File: config.mk
export PLATFORM = sky130hd
export DESIGN_NAME = clk_div_multi
export DESIGN_NICKNAME = d
export VERILOG_FILES = /design/src/rtl/clk_div_multi.sv
export SDC_FILE = /design/constraint.sdc
export NUM_CORES = 1
export LEC_CHECK = 0
export CAP_MARGIN = 0
export CORE_UTILIZATION = 53
export DETAILED_ROUTE_END_ITERATION = 12
export GPL_ROUTABILITY_DRIVEN = 1
export GPL_TIMING_DRIVEN = 0
export PLACE_DENSITY_LB_ADDON = 0.15
export SYNTH_ARGS = -nofsm -noshare
export SYNTH_HDL_FRONTEND = slang
export SYNTH_SLANG_ARGS = --single-unit
File: constraint.sdc
create_clock -name CLK0 -period 3 [get_ports CLK0]
set_clock_uncertainty 0.2 [all_clocks]
set_input_delay 0.6 -clock CLK0 [delete_from_list [all_inputs] [get_ports CLK0]]
set_output_delay 0.6 -clock CLK0 [all_outputs]
set_load 0.005 [all_outputs]
File: src/rtl/clk_div_multi.sv
// Multi-channel runtime-programmable clock divider with period-start strobes.
// Optional build macro ODD_DUTY50_EN adds a negedge stage for exact 50% duty on odd divisors.
module clk_div_multi #(
    parameter int CHANNELS = 2,
    parameter int DIVW     = 8,
    parameter int DIV_INIT = 3
) (
    input  logic                     CLK0,
    input  logic                     reset_n,
    input  logic [CHANNELS*DIVW-1:0] div_in,
    input  logic [CHANNELS-1:0]      div_load,
    output logic [CHANNELS-1:0]      clk_out,
    output logic [CHANNELS-1:0]      stb_out,
    output logic [CHANNELS-1:0]      pending
);

    localparam logic [DIVW-1:0] DIV_RST = DIVW'(DIV_INIT);
    localparam logic [DIVW-1:0] ZERO    = {DIVW{1'b0}};
    localparam logic [DIVW-1:0] ONE     = {{(DIVW-1){1'b0}}, 1'b1};

    for (genvar g = 0; g < CHANNELS; g++) begin : g_ch
        logic [DIVW-1:0] n_q, n_d, cnt_q, cnt_d, p_q, p_d;
        logic            pend_q, pend_d, clk_q, clk_d, stb_q, stb_d;
        logic            wrap_s;
        logic [DIVW-1:0] din_s;

        assign din_s = div_in[g*DIVW +: DIVW];

        // Next-state: a halted channel (N==0) takes a load at once; otherwise loads wait for the wrap.
        always_comb begin
            n_d    = n_q;
            cnt_d  = cnt_q;
            p_d    = p_q;
            pend_d = pend_q;
            clk_d  = 1'b0;
            stb_d  = 1'b0;
            wrap_s = 1'b0;
            if (n_q == ZERO) begin
                cnt_d  = ZERO;
                pend_d = 1'b0;
                if (div_load[g]) begin
                    n_d = din_s;
                end else begin
                    n_d = n_q;
                end
            end else begin
                wrap_s = (cnt_q == (n_q - ONE));
                if (wrap_s) begin
                    cnt_d  = ZERO;
                    pend_d = 1'b0;
                    if (div_load[g]) begin
                        n_d = din_s;
                    end else if (pend_q) begin
                        n_d = p_q;
                    end else begin
                        n_d = n_q;
                    end
                end else begin
                    cnt_d = cnt_q + ONE;
                    if (div_load[g]) begin
                        p_d    = din_s;
                        pend_d = 1'b1;
                    end else begin
                        p_d    = p_q;
                        pend_d = pend_q;
                    end
                end
                // Phase uses the divisor of the period being entered, so its rising edge lines up with the strobe.
                clk_d = (cnt_d < {1'b0, n_d[DIVW-1:1]});
                stb_d = wrap_s && (n_d != ZERO);
            end
        end

        // Channel state register with synchronous active-low reset.
        always_ff @(posedge CLK0) begin
            if (!reset_n) begin
                n_q    <= DIV_RST;
                cnt_q  <= ZERO;
                p_q    <= ZERO;
                pend_q <= 1'b0;
                clk_q  <= 1'b0;
                stb_q  <= 1'b0;
            end else begin
                n_q    <= n_d;
                cnt_q  <= cnt_d;
                p_q    <= p_d;
                pend_q <= pend_d;
                clk_q  <= clk_d;
                stb_q  <= stb_d;
            end
        end

        assign stb_out[g] = stb_q;
        assign pending[g] = pend_q;

`ifdef ODD_DUTY50_EN
        logic neg_q;
        logic odd_s;

        // Half-cycle delayed copy of the divided clock, used to stretch odd-divisor high phases.
        always_ff @(negedge CLK0) begin
            if (!reset_n) begin
                neg_q <= 1'b0;
            end else begin
                neg_q <= clk_q;
            end
        end

        // Extension only in the cycle right after the high phase of an odd N>=3 period.
        assign odd_s      = n_q[0] && (n_q != ONE) && (cnt_q == {1'b0, n_q[DIVW-1:1]});
        assign clk_out[g] = clk_q | (neg_q & odd_s);
`else
        assign clk_out[g] = clk_q;
`endif
    end

endmodule
==> reports/results.tsv <==
stage	metric	value	unit
worst_setup_path	crit_path_top_delay_cell	or4_4	
clock_network	cts-htree-levels	2	
yosys	ys_warn_count	0	
sta	fmax	311	MHz
worst_hold_path	whs_endpoint	g_ch[0].p_q[7]	
yosys	synth_flop_cell	dfxtp_1	
yosys	synth_nets	441	
sta	hold_viol	0	
worst_setup_path	worstPathArrival	3280	ps
worst_setup_path	critical_path.max_fanout	6	
cells_and_area	antennaDiodeCount	0	
sta	worst_pin_slew	960	ps
clock_network	clk_latency	320	ps
worst_setup_path	worst_r2r_path_depth	13	
floorplanning	start_util	0.556	
grt	grt_pass1_vias	2740	
route	drc	0	
place	port_buffers	25	
yosys	synthCells	403	
clock_network	clkTransAtPathRegs	110	ps
worst_setup_path	r2r-start	g_ch[1].n_q[3]	
run_status	violations	negative setup slack	
run_status	run_status	complete, but fails checks	
route	ant_nets	0	
place	placed_cell_area	3700	um^2
sta	worst_slack	-212	ps
worst_setup_path	crit_chain	or4_4, nor2_4, xnor2_2, nor4_4, buf_4, buf_6, o21ai_4, o2bb2ai_4, inv_2, ha_4, and4_4, a211oi_2, o2111a_1	
worst_hold_path	hold_class	reg -> reg	
yosys	yosys_register_bits	54	
worst_setup_path	critPathBufInv	3	
worst_hold_path	hold-path-cell-count	2	
worst_setup_path	reg2reg_slack	-210	ps
power_and_ir_drop	ir_drop	0.471	mV
yosys	avgSynthCellArea	8.27	um^2
job	drv_cap	0	
floorplanning	core_area	5990	um^2
clock_network	holdBufCountCts	0	
floorplanning	chipHeight	81.3	um
place	gp_congestion	0.857	
yosys	synth_edf_count	0	
worst_setup_path	cp_top_family	simple AND/OR/NAND/NOR gates	
cells_and_area	multi_input_area	2250	um^2
clock_network	cts_max_path_buffers	2	
worst_setup_path	crit_type	reg -> reg	
clock_network	cts_sinks	54	
worst_setup_path	crit-reg2reg-capture	g_ch[1].clk_q	
cells_and_area	layout-drive-gt1-share	0.180	
sta	final.min_clock_period	3210	ps
yosys	synth.distinct_cells	60	
route	wl	8.38	mm
sta	max_slew_margin	0.355	
route	dr_total_vias	3039	
grt	grt_pass1_wl	13.4	mm
yosys	synth.top_cells.by_area	dfxtp_1 (32%), nor2_1 (7.5%), ha_1 (6.8%)	
grt	overflow	0	
route	drt_iter0_markers	191	
clock_network	cts_tree	built	
sta	final.setup.tns	-336	ps
sta	slew_viol_final	0	
yosys	synth_area_leader_cell	dfxtp_1	
sta	grt_setup_unrepaired	true	
worst_hold_path	hold_path_startpoint	g_ch[0].p_q[7]	
floorplanning	die_area	6610	um^2
floorplanning	ios	26	
worst_setup_path	worstPathRequired	3070	ps
clock_network	cts-buffers-inserted	5	
clock_network	root_buffer	clkbuf_8	
route	wire_per_inst	16.0	um
worst_setup_path	crit_path_max_incr_delay	590	ps
floorplanning	die-width	81.3	um
worst_setup_path	critPathLaunchType	flop	
cells_and_area	seq_area	1100	um^2
route	first_pass_iters	5	
power_and_ir_drop	powerDensity	960	nW/um^2
sta	period_share	1.07	
grt	grt_max_degree	18	
cells_and_area	design_area	4110	um^2
place	hpwlAfterDp	5.88	mm
worst_setup_path	cp-startpoint	g_ch[1].n_q[3]	
cells_and_area	nFillCells	479	
power_and_ir_drop	total_power	3.95	mW
cells_and_area	nNetsFinal	487	
route	vias_per_cell	5.79	
yosys	async_flop_share	0	
cells_and_area	synthToLayoutAreaGrowth	23.4	%
yosys	ys_seq_area_frac	0.324	
yosys	netlist.area_leader.share	0.324	
power_and_ir_drop	p_leak	1.71	nW
sta	setup_viol_count_final	2	
yosys	syn_area	3330	um^2
grt	antenna_found_initial	0	
worst_setup_path	crit_path_end_kind	flop	
grt	grtUsageTotal	0.265	
floorplanning	rows	28	
## area by class of cell
cell class	count	share of cell area
buffer	20	0.0274
clock inverter	3	0.0110
tap	75	0.0228
clock buffer	5	0.0167
multi-input combinational	307	0.547
sequential	54	0.267
inverter	21	0.0192
timing repair buffer	40	0.0892
## cell usage after synthesis, types with 4 or more instances
cell and instances:
nor2_1 67, dfxtp_1 54, a21oi_1 21, nand3_1 20
inv_1 19, mux2i_1 19, nand2_1 19, ha_1 18
xnor2_1 17, xor2_1 17, o21ai_0 11, and3_1 10
clkbuf_1 9, buf_4 8, nor3_1 8, o2bb2ai_1 5
a211oi_1 4, a22oi_1 4, and2_1 4, mux2_2 4
nand4_1 4, nor2b_1 4
## per-stage QoR
step                      worst slack, ps  utilization  hold slack, ps  instances
final                                -212        0.686             304        525
after CTS                            -169        0.658             308        516
after detailed placement             -498        0.618             283        503
after global placement               -501        0.618             275        503
after floorplan                      2.91            -             255        403
after global routing                 -345        0.686             334        525
## per-layer routing
| layer | global-route usage | vias to the layer above | wire [um] |
|---|---|---|---|
| li1 | - | 1508 | - |
| met1 | 0.397 | 1407 | 4170 |
| met5 | 0 | - | 0 |
| met4 | 0.0571 | 0 | 103 |
| met3 | 0.0416 | 16 | 507 |
| met2 | 0.394 | 108 | 3600 |
## repair_timing
item | in CTS | in global routing
pin swaps | 3 | 8
gates resized for setup | 24 | 14
endpoints found under the setup margin | 3 | 4
buffers inserted | 6 | 9
## registers in the layout, summed over array words and instances, names as in the netlist
signal	count
g_ch.p_q	16
g_ch.cnt_q	16
g_ch.clk_q	2
g_ch.stb_q	2
g_ch.pend_q	2
g_ch.n_q	16
## placed cells by master (no fill, tap or decap), types with 4 or more instances in the layout
| master | instances |
|---|---|
| clkdlybuf4s50_1 | 25 |
| xnor2_1 | 14 |
| dfxtp_1 | 47 |
| nand2_1 | 19 |
| nand4_1 | 4 |
| nand3_1 | 20 |
| buf_4 | 21 |
| and3_1 | 10 |
| mux2i_1 | 19 |
| ha_1 | 14 |
| xor2_1 | 17 |
| and2_1 | 4 |
| nor3_1 | 7 |
| nor2_1 | 66 |
| clkbuf_8 | 5 |
| clkbuf_1 | 8 |
| inv_1 | 17 |
| dfxtp_2 | 4 |
| o21ai_0 | 9 |
| a22oi_1 | 4 |
| a21oi_1 | 21 |
| o2bb2ai_4 | 4 |
## worst max-delay path by stage
stage	to	slack, ps	depth (start not counted)
after global routing	g_ch[1].clk_q	-350	13
final	g_ch[1].clk_q	-210	13
after floorplan	g_ch[0].clk_q	3	15
after CTS	g_ch[0].clk_q	-170	13
after global placement	g_ch[1].clk_q	-500	10
after detailed placement	g_ch[1].clk_q	-500	10
## power by group
part / internal, mW / switching (mW) / leakage, nW
combinational: 1.13 / 1.19 / 1.22
sequential: 0.905 / 0.213 / 0.443
clock: 0.249 / 0.262 / 0.0504
## worst min-delay path, delay by kind of cell, from the launching register on
kind	cells	cell delay [ps]
flip-flops	1	340
multiplexers	1	60
AND/OR/NAND/NOR	1	70
## logic make-up (layout without fill, tap and decap cells)
group	after synthesis	after routing	synth area share
xor gates and xnor gates	34	34	0.0894
adders and majority gates	18	18	0.0676
muxes	23	23	0.0706
buffers and inverters	42	89	0.0574
and+or+nand+nor	159	159	0.243
DFF	54	54	0.324
AOI/OAI and AO/OA	73	73	0.147
No activity file was read; power rests on OpenSTA's default activity.
